===== config.mk =====
export PLATFORM = sky130hd
export DESIGN_NAME = horizontal_counter_generator
export DESIGN_NICKNAME = d
export VERILOG_FILES = /design/src/rtl/horizontal_counter_generator.sv
export SDC_FILE = /design/constraint.sdc
export NUM_CORES = 1
export LEC_CHECK = 0
export ABC_CLOCK_PERIOD_IN_PS = 1700
export CAP_MARGIN = 20
export CORE_MARGIN = 1.5
export CORE_UTILIZATION = 46
export DETAILED_ROUTE_END_ITERATION = 10
export GPL_TIMING_DRIVEN = 0
export PLACE_DENSITY = 0.74
export RECOVER_POWER = 25
export SLEW_MARGIN = 0
export SYNTH_ARGS = -nofsm -noshare
export SYNTH_HDL_FRONTEND = slang
export SYNTH_SLANG_ARGS = --single-unit

===== constraint.sdc =====
create_clock -name clk -period 1.7 [get_ports clk]
set_input_delay 0.34 -clock clk [delete_from_list [all_inputs] [get_ports clk]]
set_output_delay 0.34 -clock clk [all_outputs]
set_load 0.01 [all_outputs]

===== src/rtl/horizontal_counter_generator.sv =====
// Horizontal timing for a 640x480@60 VGA raster: pixel divider, line counter,
// registered HSYNC, active-window decode and 128-column scaled index.
module horizontal_counter_generator #(
  parameter int CLK_DIV  = 2,
  parameter int H_TOTAL  = 800,
  parameter int H_SYNC   = 96,
  parameter int H_BP     = 48,
  parameter int H_ACTIVE = 640,
  parameter int SCALE    = 5
) (
  input  logic       clk,
  input  logic       reset,
  output logic [9:0] hor_cnt,
  output logic [6:0] scl_hor_cnt,
  output logic       hor_active,
  output logic       new_line,
  output logic       HSYNC
);

  localparam int              DIV_W    = (CLK_DIV > 1) ? $clog2(CLK_DIV) : 1;
  localparam logic [DIV_W-1:0] DIV_LAST = DIV_W'(CLK_DIV - 1);
  localparam logic [9:0]      HC_LAST  = 10'(H_TOTAL - 1);
  localparam logic [9:0]      HS_END   = 10'(H_SYNC);
  localparam logic [9:0]      ACT_FIRST = 10'(H_SYNC + H_BP);
  localparam logic [9:0]      ACT_LAST  = 10'(H_SYNC + H_BP + H_ACTIVE - 1);
  localparam logic [2:0]      INT_LAST = 3'(SCALE - 1);

  logic [DIV_W-1:0] r_div_cnt;
  logic [9:0]       r_hor_cnt;
  logic [2:0]       r_int_cnt;
  logic [6:0]       r_scl_hor_cnt;
  logic             r_hsync;

  logic             w_adv;
  logic             w_line_end;
  logic             w_active;

  // One pixel step every CLK_DIV clocks; with CLK_DIV=1 the divider sits at 0
  // and w_adv is permanently high.
  assign w_adv      = (r_div_cnt == DIV_LAST);
  assign w_line_end = (r_hor_cnt == HC_LAST);
  assign w_active   = (r_hor_cnt >= ACT_FIRST) && (r_hor_cnt <= ACT_LAST);

  always_ff @(posedge clk or posedge reset) begin
    if (reset) begin
      r_div_cnt <= '0;
    end else if (w_adv) begin
      r_div_cnt <= '0;
    end else begin
      r_div_cnt <= r_div_cnt + 1'b1;
    end
  end

  always_ff @(posedge clk or posedge reset) begin
    if (reset) begin
      r_hor_cnt <= '0;
    end else if (w_adv) begin
      if (w_line_end) begin
        r_hor_cnt <= '0;
      end else begin
        r_hor_cnt <= r_hor_cnt + 10'd1;
      end
    end
  end

  // Scaled column: held at 0 outside the window so the first visible pixel
  // always starts column 0 with a fresh sub-count.
  always_ff @(posedge clk or posedge reset) begin
    if (reset) begin
      r_int_cnt     <= '0;
      r_scl_hor_cnt <= '0;
    end else if (!w_active) begin
      r_int_cnt     <= '0;
      r_scl_hor_cnt <= '0;
    end else if (w_adv) begin
      if (r_int_cnt == INT_LAST) begin
        r_int_cnt     <= '0;
        r_scl_hor_cnt <= r_scl_hor_cnt + 7'd1;
      end else begin
        r_int_cnt <= r_int_cnt + 3'd1;
      end
    end
  end

  // Registered sync, one clock behind the counter decode like VSYNC downstream.
  always_ff @(posedge clk or posedge reset) begin
    if (reset) begin
      r_hsync <= 1'b0;
    end else begin
      r_hsync <= (r_hor_cnt >= HS_END);
    end
  end

  assign hor_cnt     = r_hor_cnt;
  assign scl_hor_cnt = r_scl_hor_cnt;
  assign hor_active  = w_active;
  assign new_line    = w_adv && w_line_end;
  assign HSYNC       = r_hsync;

endmodule


==> metrics, run 1 <==
# diodes 0; total CTS buffers 3; Hold Crit Depth 2; # clock sinks 22; VDD IR-drop max 0.326 mV; fin nets between 150 and 200; Worst slew margin 43.6%; Fin Clk Skew around 0.0074 ns; Final Hold Fails 0; reg2reg setup slack approximately 0.010 ns; largest net degree at the start of global routing 23; area share of the largest cell type after synthesis between 40% and 50%; gr usage total 20.9%; LEAKAGE ~0.8 nW; Final ANT Viol Nets 0; CP Launch Type flop; power density cells 476 nW/µm²; RSZ-0062 raised after global routing true; post-synthesis simple-gate area fraction between 20% and 30%; H-Tree Depth 1; endpoint type of the worst setup path output port; Post-Layout Cell Count 198; Mapped Avg Cell Area around 10 µm²; initial antenna violation count 0; Yosys top cell by area dfrtp_1; Pre-Repair DR Iteration Count 8; Synth Area in XOR/XNOR under 10%; CTS tree yes; Area Overhead vs Synth 43.2%; failing checks negative setup slack; Final Cycle Share 116%; commonest non-fill, non-tap cell in the layout buf_4; Skew-Pair Late Insertion Delay approximately 0.31 ns; first-pass GRT wire length ~4.3 mm; Hold Path Sink scl_hor_cnt[6]$_DFFE_PP0P_; reg2reg end hor_cnt[0]$_DFFE_PP0P_; CP Max Fanout 2; worst min path class flop to flop; largest stage delay on the critical path 0.48 ns; Netlist Area Pre-Place about 1200 µm²; post-synth cell types 35; Row Count 18; Die X 54.4 µm; via/cell ratio around 5.5; Die ar. ~3000 µm²; critical path's slowest cell or4b_4; FF-to-FF Start hor_cnt[1]$_DFFE_PP0P_; Yosys reg bits 22; Least-Margin Pin Slew around 0.85 ns; worst-path cell chain ha_4 > or4b_4 > nor3_4 > buf_2; root buffer cell clkbuf_4; post-synthesis mux area share 1.65%; DR WL/cell 15.1 µm; DP Area approximately 1500 µm²; filler cell count between 200 and 250; Final Max Tran Viols 0; Synth Instances 123; # placed instances between 150 and 200; R2R depth 5; gp weighted congestion between 0.8 and 0.9; total of max-cap violations 0; layout cells sized above 1 between 20% and 30%; final critical path time including I/O delays and setup around 2.0 ns; # IOs 22; via count ~1100; Fmax ~510 MHz; Port-buffer cells 21; synth top area cells dfrtp_1 45%, ha_1 5.1%, buf_6 3.7%; Post-CTS Hold Fix Bufs 0; min-delay src scl_hor_cnt[6]$_DFFE_PP0P_; DR DRC count 0; Finished Cell Area 1740 µm²; synth warn 0; crit path kind flop to output port; sequential area share after synthesis a little under half; aggregate routed wire length roughly 3.0 mm; commonest non-fill, non-tap cells in the layout 20 x buf_4, 18 x dfrtp_1, 13 x clkdlybuf4s50_1, 12 x nand2_1, 8 x inv_1; DP Wirelength between 1.5 and 2 mm; WHS approximately 0.56 ns; largest family of logic cells by synthesized area simple AND/OR/NAND/NOR gates; clock slew at reported path FFs between 0.1 and 0.15 ns; Power Total 828 µW; fin worst setup slack -0.277 ns; starting density of the core 49.0%; setup_tns -0.517 ns; post-synthesis compound-gate area fraction ~16%; Initial DRC Count 29; Post-Synth Adder-Cell Area between 5 and 6%; deepest clock path buffer count 2; GR Overflow Total 0; core area ~2500 µm²; DIE HEIGHT approximately 54 µm; vias in the first global route 922; Arr. time, crit path 1.64 ns; Worst EP required 1.36 ns; syn nets 130; final setup fails 2; status finished, violations left
==> critical path, delay by kind of cell, from the launching register on <==
family | cells | cell delay (ns)
AND/OR/NAND/NOR | 2 | 0.59
adder cells (fa/ha/maj) | 1 | 0.15
flip-flops | 1 | 0.43
buffers and inverters | 1 | 0.15
==> how the worst max path moves through the flow <==
stage	start	endpoint	slack (ns)	cells past startpoint
floorplan	hor_cnt[0]$_DFFE_PP0P_	new_line	-0.009	4
global placement	hor_cnt[1]$_DFFE_PP0P_	new_line	-0.52	5
detailed placement	hor_cnt[1]$_DFFE_PP0P_	new_line	-0.52	5
CTS	hor_cnt[5]$_DFFE_PP0P_	new_line	-0.35	5
global route	hor_cnt[1]$_DFFE_PP0P_	new_line	-0.35	4
finish	hor_cnt[1]$_DFFE_PP0P_	new_line	-0.28	4
==> layer usage <==
metal / routed length [µm] / GRT usage [%]
met3: 91 / 3.28
met4: 43 / 8.75
met2: 1500 / 32.7
met5: 0 / 0
met1: 1360 / 28.4
==> final cells by class <==
| class | count | area [µm²] | area share, % |
|---|---|---|---|
| plain buffers | 5 | 47.5 | 2.73 |
| repair buffers | 42 | 363 | 20.9 |
| flip-flops and latches | 22 | 556 | 31.9 |
| inverters | 10 | 37.5 | 2.16 |
| well taps | 30 | 37.5 | 2.16 |
| multi-input cells | 85 | 662 | 38.1 |
| clock buffers | 4 | 36.3 | 2.09 |
==> where the power goes <==
group / internal (mW) / switching [mW]
combinational: 0.00167 / 0.0102
clock: 0.131 / 0.162
sequential: 0.523 / 0
total: 0.656 / 0.173
==> cell families after synthesis <==
family | count (synthesis)
AO/OA/AOI/OAI | 26
AND/OR/NAND/NOR | 46
XOR/XNOR | 6
multiplexers | 2
flip-flops | 22
buffers and inverters | 16
adder cells (fa/ha/maj) | 5
==> synthesized netlist by cell type <==
cell	n
nor4_1	1
nand3b_1	2
clkbuf_1	1
xor2_1	3
inv_1	10
mux2i_1	2
o21ai_0	7
or4b_1	1
nand2_1	12
a21oi_1	7
dfrtp_1	22
o311ai_2	1
nand3_1	6
or4_1	2
o41a_1	1
ha_1	5
nand2_2	1
a21boi_1	1
buf_6	4
o211ai_1	1
and4_1	1
o2bb2ai_1	1
or3_1	3
and2_1	1
xnor2_1	3
o311ai_4	1
nand4_1	4
o31ai_1	3
and3_1	1
nor2_1	7
nor3_1	3
o22ai_1	2
o21ai_2	1
nand3_2	1
buf_4	1
==> timing repair <==
action	4_1_cts	5_1_grt
pin swaps	4	3
buffers inserted	14	7
resized for setup	27	12
endpoints found under the hold margin	0	0
setup endpoints to repair	9	18
==> registers in the layout, indices dropped and copies added, names as in the netlist <==
register	flops
HSYNC	1
hor_cnt	10
r_div_cnt	1
r_int_cnt	3
scl_hor_cnt	7
==> per-stage QoR <==
stage | setup slack, ns | util (%)
global placement | -0.520 | 59.6
detailed placement | -0.523 | 59.6
finish | -0.277 | 70.2
floorplan | -0.00877 | -
CTS | -0.349 | 67.3
global route | -0.350 | 70.2
No activity file was read; power rests on OpenSTA's default activity.
==> run 2, diff against run 1 <==
- SKIP_LAST_GASP: default -> 1
==> metrics, run 2 (synthesis results as in run 1) <==
R2R depth 5 (unchanged); Pre-Repair DR Iteration Count 7 (-1); cell internal pwr 656 µW (about the same); gp weighted congestion 0.811 (unchanged); # IOs 22 (unchanged); DP Wirelength 1.66 mm (unchanged); commonest non-fill, non-tap cells in the layout 22 x buf_4, 18 x dfrtp_1, 13 x clkdlybuf4s50_1, 12 x nand2_1, 8 x inv_1; worst-path cell chain ha_4 > or4b_4 > nor3_4 > buf_2; H-Tree Depth 1 (unchanged); Final Max Tran Viols 0 (unchanged); CP Buf/Inv Count 1 (unchanged); Seq pwr share 63.1% (about the same); Hold Crit Depth 2 (unchanged); DR DRC count 0 (unchanged); via/cell ratio 5.51 (+0.14%); Initial DRC Count 20 (-31%); Fin Clk Skew 0.0109 ns (+0.00345 ns); Final Hold Fails 0 (unchanged); Die X 54.4 µm (unchanged); fin nets 177 (+0.57%); Fmax 507 MHz (+0.18%); aggregate routed wire length 2.98 mm (-0.43%); Arr. time, crit path 1.63 ns (about the same); GR Overflow Total 0 (unchanged); initial antenna violation count 0 (unchanged); reg2reg setup slack 0.04 ns (+0.03 ns); starting density of the core 49.0% (unchanged); VDD IR-drop max 0.328 mV (+0.86%); layout cells sized above 1 30.2% (+0.42 points); critical path's slowest cell or4b_4; Skew-Pair Late Insertion Delay 0.31 ns (about the same); Area Overhead vs Synth 44.1%; core area 2480 µm² (unchanged); vias in the first global route 922 (unchanged); P_sw 174 µW (+0.75%); deepest clock path buffer count 2 (unchanged); status finished, violations left; gr usage total 20.9% (unchanged); Clock power frac 35.5% (about the same); Final Cycle Share 116% (-0.20 points); # diodes 0 (unchanged); final setup fails 2 (unchanged); critical path depth 4 (unchanged); Row Count 18 (unchanged); Sw Ratio 21.0% (+0.13 points); worst min path class flop to flop; reg2reg end hor_cnt[3]$_DFFE_PP0P_; Post-Layout Cell Count 199 (+0.51%); Worst EP required 1.36 ns (about the same); largest stage delay on the critical path 0.48 ns (about the same); # placed instances 174 (unchanged); DIE HEIGHT 54.4 µm (unchanged); RSZ-0062 raised after global routing true; CP Launch Type flop; DR WL/cell 15.0 µm (-0.93%); clock slew at reported path FFs 0.13 ns (about the same); via count 1096 (+0.64%); min-delay src scl_hor_cnt[6]$_DFFE_PP0P_; root buffer cell clkbuf_4; failing checks negative setup slack; endpoint type of the worst setup path output port; LEAKAGE 0.834 nW (+4.1%); Crit path max-delay family simple AND/OR/NAND/NOR gates; first-pass GRT wire length 4.33 mm (unchanged); # clock sinks 22 (unchanged); Final ANT Viol Nets 0 (unchanged); CTS tree yes; final critical path time including I/O delays and setup 1.97 ns (-0.00347 ns); largest net degree at the start of global routing 23 (unchanged); fin worst setup slack -0.274 ns (+0.00347 ns); power density cells 474 nW/µm² (-0.50%); FF-to-FF Start hor_cnt[1]$_DFFE_PP0P_; Largest register FFs 10 (unchanged); total CTS buffers 3 (unchanged); commonest non-fill, non-tap cell in the layout buf_4; CP Max Fanout 2 (unchanged); pre-CTS setup slack -0.523 ns (unchanged); Least-Margin Pin Slew 0.842 ns (-0.00320 ns); Comb power frac 1.4% (about the same); Hold Path Sink scl_hor_cnt[6]$_DFFE_PP0P_; total of max-cap violations 0 (unchanged); Worst slew margin 43.8% (+0.21 points); crit path kind flop to output port; Die ar. 2960 µm² (unchanged); Port-buffer cells 21 (unchanged)
run 2: final cells by class:
| type | count | area [µm²] |
|---|---|---|
| plain buffers | 5 | 47.5 |
| clock buffers | 4 | 36.3 |
| inverters | 10 | 37.5 |
| flip-flops and latches | 22 | 556 |
| fillers | 200 | 727 |
| multi-input cells | 85 | 662 |
| repair buffers | 43 | 374 |
| well taps | 30 | 37.5 |
run 2: how the worst max path moves through the flow:
stage                     endpoint  slack (ns)              startpoint
final                     new_line       -0.27  hor_cnt[1]$_DFFE_PP0P_
after global routing      new_line       -0.34  hor_cnt[1]$_DFFE_PP0P_
after CTS                 new_line       -0.35  hor_cnt[5]$_DFFE_PP0P_
after detailed placement  new_line       -0.52  hor_cnt[1]$_DFFE_PP0P_
after global placement    new_line       -0.52  hor_cnt[1]$_DFFE_PP0P_
after floorplan           new_line      -0.009  hor_cnt[0]$_DFFE_PP0P_
run 2: metal layers:
metal | wire length [µm] | vias up | global-route usage, %
met5 | 0 | - | 0
li1 | - | 532 | -
met1 | 1330 | 528 | 28.4
met4 | 37 | 0 | 8.75
met2 | 1480 | 32 | 32.7
met3 | 140 | 4 | 3.28
run 2: worst min-delay path: stages (launching register included):
cell and delay (ns):
dfrtp_1 0.41, o31ai_1 0.07, a21oi_1 0.06
run 2: stage by stage:
| stage | utilization (%) | instance area, µm² | TNS (ns) | power [mW] | hold WS, ns |
|---|---|---|---|---|---|
| finish | 70.7 | 1750 | -0.537 | 0.829 | 0.562 |
| detailed placement | 59.6 | 1480 | -1.04 | 0.546 | 0.548 |
| CTS | 67.4 | 1670 | -0.729 | 0.841 | 0.504 |
| global placement | 59.6 | 1480 | -1.01 | 0.546 | 0.533 |
| floorplan | - | 1230 | -0.00877 | 0.541 | 0.329 |
| global route | 70.7 | 1750 | -0.736 | 0.869 | 0.600 |
run 2: timing repair:
action / in CTS / in global routing
pin swaps: 4 / 3
hold buffers: 0 / 0
endpoints found under the setup margin: 9 / 20
gates resized for setup: 25 / 13
setup buffers: 14 / 8
run 2: power by group through the flow:
stage / registers [mW] / clock network [mW] / logic [mW]
2_1_floorplan: 0.533 / 0 / 0.00781
3_3_place_gp: 0.533 / 0 / 0.0130
3_5_place_dp: 0.533 / 0 / 0.0130
4_1_cts: 0.523 / 0.305 / 0.0130
5_1_grt: 0.523 / 0.331 / 0.0147
6_report: 0.523 / 0.294 / 0.0118
